==> src/rtl/timer_ctrl_fsm.sv <==
// Microwave timer controller: keypad digit capture, run/pause/stop sequencing,
// per-second count enables for the BCD down-counter chain, and completion handling.
module timer_ctrl_fsm #(
    parameter int unsigned TICK_DIV    = 100,
    parameter int unsigned DONE_CYCLES = 5
) (
    input  logic       clock,
    input  logic       clear,
    input  logic       key_valid,
    input  logic [3:0] key_data,
    input  logic       start,
    input  logic       stop,
    input  logic       door_closed,
    input  logic       timer_zero,
    output logic [3:0] load_min,
    output logic [3:0] load_sec_tens,
    output logic [3:0] load_sec_ones,
    output logic       loadn,
    output logic       en,
    output logic       counter_clearn,
    output logic       magnetron_on,
    output logic       done,
    output logic [2:0] state
);

    localparam int unsigned PW = (TICK_DIV > 1) ? $clog2(TICK_DIV) : 1;
    localparam int unsigned DW = (DONE_CYCLES > 1) ? $clog2(DONE_CYCLES) : 1;

    typedef enum logic [2:0] {
        S_IDLE    = 3'd0,
        S_ENTRY   = 3'd1,
        S_RUNNING = 3'd2,
        S_PAUSED  = 3'd3,
        S_DONE    = 3'd4
    } state_t;

    state_t        st;
    state_t        nxt;
    logic [PW-1:0] pre;
    logic [DW-1:0] dcnt;
    logic          key_ok;
    logic          wrap;
    logic          digits_nz;

    assign state = st;

    always_comb begin
        // a key is refused when the shifted-in seconds-tens digit would exceed 5
        key_ok    = key_valid && (key_data <= 4'd9) && (load_sec_ones <= 4'd5)
                    && ((st == S_IDLE) || (st == S_ENTRY));
        wrap      = (pre == PW'(TICK_DIV - 1));
        digits_nz = |{load_min, load_sec_tens, load_sec_ones};
        nxt       = st;
        case (st)
            S_IDLE, S_ENTRY: begin
                if (key_ok)
                    nxt = S_ENTRY;
                else if ((st == S_ENTRY) && start && door_closed && digits_nz)
                    nxt = S_RUNNING;
            end
            S_RUNNING: begin
                if (timer_zero)
                    nxt = S_DONE;
                else if (stop || !door_closed)
                    nxt = S_PAUSED;
            end
            S_PAUSED: begin
                if (stop)
                    nxt = S_IDLE;
                else if (start && door_closed)
                    nxt = S_RUNNING;
            end
            S_DONE: begin
                if (start || stop || (wrap && (dcnt == DW'(DONE_CYCLES - 1))))
                    nxt = S_IDLE;
            end
            default: nxt = S_IDLE;
        endcase
    end

    always_ff @(posedge clock) begin
        if (clear) begin
            st             <= S_IDLE;
            load_min       <= '0;
            load_sec_tens  <= '0;
            load_sec_ones  <= '0;
            loadn          <= 1'b1;
            en             <= 1'b0;
            counter_clearn <= 1'b0;
            magnetron_on   <= 1'b0;
            done           <= 1'b0;
            pre            <= '0;
            dcnt           <= '0;
        end else begin
            st             <= nxt;
            loadn          <= !key_ok;
            en             <= 1'b0;
            counter_clearn <= 1'b1;
            magnetron_on   <= (nxt == S_RUNNING);
            done           <= (nxt == S_DONE);
            if (key_ok) begin
                load_min      <= load_sec_tens;
                load_sec_tens <= load_sec_ones;
                load_sec_ones <= key_data;
            end
            case (st)
                S_ENTRY: begin
                    if (nxt == S_RUNNING)
                        pre <= '0;
                end
                S_RUNNING: begin
                    // pausing leaves pre untouched so a resume keeps the tick phase
                    if (nxt == S_RUNNING) begin
                        pre <= wrap ? '0 : pre + 1'b1;
                        en  <= wrap;
                    end else if (nxt == S_DONE) begin
                        pre  <= '0;
                        dcnt <= '0;
                    end
                end
                S_PAUSED: begin
                    if (nxt == S_IDLE) begin
                        load_min       <= '0;
                        load_sec_tens  <= '0;
                        load_sec_ones  <= '0;
                        counter_clearn <= 1'b0;
                    end
                end
                S_DONE: begin
                    if (nxt == S_IDLE) begin
                        load_min      <= '0;
                        load_sec_tens <= '0;
                        load_sec_ones <= '0;
                    end else begin
                        pre <= wrap ? '0 : pre + 1'b1;
                        if (wrap)
                            dcnt <= dcnt + 1'b1;
                    end
                end
                default: ;
            endcase
        end
    end

endmodule

==> config.mk <==
export PLATFORM = sky130hd
export DESIGN_NAME = timer_ctrl_fsm
export DESIGN_NICKNAME = d
export VERILOG_FILES = /design/src/rtl/timer_ctrl_fsm.sv
export SDC_FILE = /design/constraint.sdc
export NUM_CORES = 1
export LEC_CHECK = 0
export ABC_AREA = 1
export CORE_MARGIN = 1
export CORE_UTILIZATION = 51
export CTS_CLUSTER_SIZE = 40
export DETAILED_ROUTE_END_ITERATION = 10
export GPL_TIMING_DRIVEN = 1
export PLACE_DENSITY = 0.79
export SYNTH_ARGS = -nofsm -noshare
export SYNTH_HDL_FRONTEND = slang
export SYNTH_SLANG_ARGS = --single-unit
==> constraint.sdc <==
create_clock -name clock -period 2.41 [get_ports clock]
set_input_delay 0.482 -clock clock [delete_from_list [all_inputs] [get_ports clock]]
set_output_delay 0.482 -clock clock [all_outputs]
set_load 0.03 [all_outputs]
Word-level counts from Yosys, hierarchy flattened
Index checks and enable logic that the tools add are counted.
- order comparisons: 2
- add/subtract/negate cells: 2
- bitwise gates (word level): 2
- reductions and logical operators: 24
- multiplexer cells: 30
- equality and inequality tests: 14
- operator list (cell ; number):
    4-bit two-way mux ; 9
    7-bit two-way mux ; 5
    3-bit two-way mux ; 11
    7-bit one-hot mux with 3 select lines ; 1
    3-bit one-hot mux with 4 select lines ; 1
    12-bit OR reduction ; 1
    3-bit by 2-bit equality test with 1-bit output, second input constant ; 3
    3-bit equality test, second input constant ; 3
    1-bit logical AND ; 8
    2-bit inequality test, second input constant ; 4
    7-bit by 1-bit adder with 7-bit output, second input constant ; 1
    7-bit equality test, second input constant ; 1
    3-bit zero test ; 2
    3-bit one-hot mux with 2 select lines ; 1
    5-bit AND reduction ; 1
    4-bit by 3-bit less-or-equal comparator with 1-bit output, second input constant ; 1
    4-bit less-or-equal comparator, second input constant ; 1
    1-bit logical OR ; 4
    4-bit AND reduction ; 1
    2-bit OR reduction ; 2
    3-bit by 1-bit adder with 3-bit output, second input constant ; 1
    3-bit by 1-bit equality test with 1-bit output, second input constant ; 1
    3-bit inequality test, second input constant ; 1
    3-bit nonzero test ; 1
    other kinds (6) ; 9
- bits in registers: 30
- logic and storage cells: 85
- input port bits: 11
- output and inout bits: 20

Longest topological paths before layout
- depth after elaboration: 11
- gate-level depth with buffers: 15
- gate-level depth less buffers: 14

Worst setup path after synthesis
Ideal clock, no wire load.
- path kind: flip-flop to flip-flop
- from: register st[1] (netlist: state[1])
- to: register pre[0]
- setup slack: 0.554 ns
- library setup time: 0.114 ns
- arrival: 1.742 ns
- required time: 2.296 ns
- stages on the path, launching flop included: 11
- path buffers: 1
- clock period less this slack: 1.856 ns
- cells stage by stage: dfxtp_1 > nor2_1 > nand2_1 > nor3_1 > a21oi_1 > nand4_1 > nand3_4 > buf_6 > nand2_1 > nand2_1 > nor2_1
- longest elaborated chain between the ends: 10
- ends and longest elaborated chain (element ; RTL line ; RTL):
    start: declaration ; 37 ; state_t st;
    start signal: assignment ; 95 ; st <= nxt;
    3-bit by 1-bit equality test with 1-bit output ; -- ;
    1-bit logical AND (3 in series) ; 58 ; else if ((st == S_ENTRY) && start && door_closed && digits_nz)
    3-bit two-way mux ; 58 ;
    3-bit two-way mux ; 56 ; if (key_ok)
    3-bit one-hot mux with 4 select lines ; 54 ; case (st)
    3-bit by 2-bit equality test with 1-bit output, or another cell as far along ; 108, 113 ;
    3-bit inequality test (no source line), or another cell as far along ; -- ;
    4-bit AND reduction (no source line) / 7-bit one-hot mux with 3 select lines (equally long branches) ; -- ;
    end signal: assignment ; 114 ; pre <= wrap ? '0 : pre + 1'b1;
    end signal: assignment ; 135 ; pre <= wrap ? '0 : pre + 1'b1;
    end: declaration ; 39 ; logic [PW-1:0] pre;
Several ways; a longest one is shown, not always the timed one.
A chain may end at the register's enable or synchronous reset.

Worst setup path after layout
- from: register pre[0]
- to: register dcnt[2]
- longest elaborated chain between the ends: 8
- ends and longest elaborated chain (element ; RTL line ; RTL):
    7-bit equality test * ; 51 ; wrap = (pre == PW'(TICK_DIV - 1));
    1-bit logical AND ; 74 ; if (start || stop || (wrap && (dcnt == DW'(DONE_CYCLES - 1))))
    1-bit logical OR ; 74 ;
    3-bit two-way mux ; 74 ;
    3-bit one-hot mux with 4 select lines ; 54 ;
    3-bit equality test, or another cell as far along ; 116 ; end else if (nxt == S_DONE) begin
    2-bit inequality test (no source line) ; -- ;
    5-bit AND reduction (no source line) * ; -- ;
    end signal: assignment ; 137 ; dcnt <= dcnt + 1'b1;
    end: declaration ; 40 ; logic [DW-1:0] dcnt;
Mark *: on every way between the ends. The rest lies on a longest branch, timed or not.

==> summary.md <==
| Metric | Value |
|---|---|
| Initial DRC count | `84` |
| Top cell type's share of synthesized area | `38.1%` |
| Antenna cell count | `0` |
| Post-Route WL | `3380 um` |
| Largest net degree at the start of global routing | `21` |
| Clock root buffer | `clkbuf_4` |
| Crit. End Element | `register` |
| XOR/XNOR Fraction of Synth Area | `2.78%` |
| Yosys warning count | `0` |
| Simple-gate portion of the synthesized area | `36.2%` |
| PortBufs | `30` |
| Internal | `0.000847 W` |
| Setup-failing EPs final | `0` |
| CTS Hold Bufs | `0` |
| CTS tree | `done` |
| Slew HR | `75.3%` |
| CP peak stage delay | `0.38 ns` |
| Clk buf depth | `2` |
| Crit path max-delay cell type | `dfxtp_1` |
| Mux share of post-synthesis cell area | `0%` |
| Final min period | `2.04 ns` |
| Maximum VDD drop | `0.489 mV` |
| FF+latch count, synth | `30` |
| Failing checks | `DRC` |
| Final Wtd Congestion | `0.856` |
| Post-synthesis compound-gate area fraction | `11.3%` |
| Post-route cell area | `1990 um^2` |
| Area leader, netlist | `dfxtp_1` |
| Register area share after synthesis | `38.1%` |
| Synth Cell Area | `1580 um^2` |
| TritonRoute pass-1 iters | `7` |
| Post-Synthesis Cells | `231` |
| Initial core utilization | `55.3%` |
| Layout Nets | `278` |
| Clock Power Share | `33.1%` |
| Core area | `2850 um^2` |
| Die ar. | `3320 um^2` |
| CTS resizes | `0` |
| Ratio of cells with drive above 1 in the final layout | `9.81%` |
| Fmax | `0.491 GHz` |
| R2R setup slack | `0.37 ns` |
| TNS Setup | `0 ns` |
| H-tree lvl count | `2` |
| Vias in the first global route | `1355` |
| CP most frequent cell | `nand2_1` |
| IO Pins | `31` |
| Buf/Inv on CP | `0` |
| Critical Path AT | `2.31 ns` |
| Switching part of the total power | `30.3%` |
| Setup Buffers After CTS | `0` |
| Initial antenna violation count | `0` |
| Leak | `0.905 nW` |
| Synth Area per Inst | `6.83 um^2` |
| CP Max Fanout | `4` |
| Total CTS buffers | `5` |
| Area Growth Syn to Fin | `25.9%` |
| Crit-path leading delay family | `simple AND/OR/NAND/NOR gates` |
| Status | `finished, violations left` |
| CP required | `2.68 ns` |
| Row cnt | `19` |
| DP Area | `1910 um^2` |
| Residual DRC count | `4` |
| CTS Sinks | `30` |
| Layout Skew | `0.0165 ns` |
| Final max-slew violation count | `0` |
| Routed vias/inst | `5.18` |
| WL/cell | `11.4 um` |
| Netlist cell types | `30` |
| Critical path cell sequence | `ha_1, nand2_1, nor3_1, nand3b_1, a21oi_1, nand3_2, nor2_2, nor2_1, nand2_1, nand2_1, nor2_1` |
| Overall Global Routing Usage | `22.0%` |
| Worst-Skew Late Latency | `0.34 ns` |
| Via count | `1533` |
| NetSw | `0.000368 W` |
| MaxCap Viol Count | `0` |
| Reg-to-reg endpoint | `dcnt[2]` |
| Global route total overflow | `0` |
| Unrepaired setup endpoints after global routing | `no` |
| Synthesized Nets | `245` |
| First-pass GRT wire length | `5620 um` |
| Final clock period utilization by the worst path | `84.6%` |
| Final hold vios | `0` |
| Largest family of logic cells by synthesized area | `simple AND/OR/NAND/NOR gates` |
| R2R Path Start | `pre[0]` |
| Die Y | `57.6 um` |
| WS Path Type | `reg2reg` |
| Die W | `57.6 um` |
| WHS Endpoint | `load_sec_tens[3]` |
| Hold depth | `2` |
| Startpoint Class | `register` |
| Synth Area in Adders | `2.38%` |
| R2R depth | `11` |
| Hold WC Path Type | `reg2reg` |
| Worst-Margin Slew | `0.370 ns` |
| Min-delay src | `load_sec_tens[3]` |
| HPWL Detailed | `2430 um` |
| Cell area power density | `612 nW/um^2` |
| Top cells by area, synth | `dfxtp_1, nand2_1, nor2_1` |
| Sequential cell fraction of total power | `45.8%` |
| Reg clk slew, reported paths | `0.11 ns` |
| Antenna Nets Post-Route | `0` |
| Combinational power share | `21.1%` |
synthesized netlist by cell type:
cell / count
nor3_1: 7
nand4_1: 3
a211oi_1: 1
nand3_2: 1
nand2_2: 1
clkinv_1: 1
nor3b_1: 1
inv_2: 2
a21oi_1: 21
nand2_1: 46
nand3b_1: 1
inv_1: 26
o21ai_2: 1
nand3_1: 25
buf_2: 1
dfxtp_1: 30
o21ai_1: 2
nor2_1: 34
nand3_4: 1
ha_1: 3
buf_6: 1
nor2_2: 4
or2_1: 1
a21oi_2: 1
xor2_1: 5
clkbuf_1: 6
o21ai_0: 2
a21oi_4: 1
nor2_4: 1
a21boi_2: 1
worst register-to-register path: cells and delay by family (launching register included):
family | cells | cell delay, ns
compound gates | 1 | 0.33
simple gates | 9 | 1.05
fa+ha+maj | 1 | 0.21
flops | 1 | 0.38
layout make-up:
type                            count  area [um^2]
Fill cell                         262          867
Multi-Input combinational cell    164          830
Sequential cell                    30          601
Timing Repair Buffer               34          330
Inverter                           29          109
Clock inverter                      3         40.0
Tap cell                           31         38.8
Clock buffer                        5         37.5
flip-flops by register name, summed over array words and instances (netlist names):
register        cells
counter_clearn      1
dcnt                3
done                1
en                  1
load_min            4
load_sec_ones       4
load_sec_tens       4
loadn               1
magnetron_on        1
pre                 7
state               3
placed cells by master (no fill, tap or decap), types with 3 or more instances in the layout:
cell type and n:
inv_1 26, nor3_1 7, a21oi_1 21, dfxtp_1 30, clkbuf_4 5, ha_1 3
nor2_2 4, xor2_1 5, clkdlybuf4s50_1 30, nand4_1 3, buf_4 4, nand3_1 25
nor2_1 34, nand2_1 46
logic make-up after synthesis:
| family | after synthesis |
|---|---|
| AND/OR/NAND/NOR | 126 |
| flip-flops | 30 |
| buffers and inverters | 37 |
| XOR/XNOR | 5 |
| adder cells (fa/ha/maj) | 3 |
| AO/OA/AOI/OAI | 30 |
power by group through the flow:
stage | clock network (W) | logic [W] | registers, W
global route | 0.000432 | 0.000285 | 0.000562
global placement | 0 | 0.000252 | 0.000568
floorplan | 0 | 0.000143 | 0.000599
finish | 0.000402 | 0.000257 | 0.000557
detailed placement | 0 | 0.000255 | 0.000569
CTS | 0.000409 | 0.000257 | 0.000557
layer usage:
layer	routed length, um	vias to the layer above	global-route usage [%]
met3	135	5	4.69
met1	1600	687	27.3
met4	51	0	9.41
met2	1600	38	36.9
met5	0	-	0
li1	-	803	-
how the worst max path moves through the flow:
stage	startpoint	to	slack [ns]	cells after the start
floorplan	state[1]	pre[0]	0.55	10
global placement	key_valid	dcnt[0]	0.18	14
detailed placement	key_data[1]	pre[5]	0.14	9
CTS	state[2]	state[2]	0.36	1
global route	pre[0]	dcnt[0]	0.13	11
finish	pre[0]	dcnt[2]	0.37	11
stage by stage:
stage	util [%]	cells	setup WS, ns	total power (W)	hold slack, ns
floorplan	-	231	0.554	0.000743	0.483
global placement	66.9	288	0.183	0.000820	0.472
detailed placement	66.9	288	0.136	0.000824	0.471
CTS	69.6	296	0.364	0.00122	0.487
global route	69.6	296	0.132	0.00128	0.519
finish	69.6	296	0.372	0.00122	0.486
No activity file was read; power rests on OpenSTA's default activity.
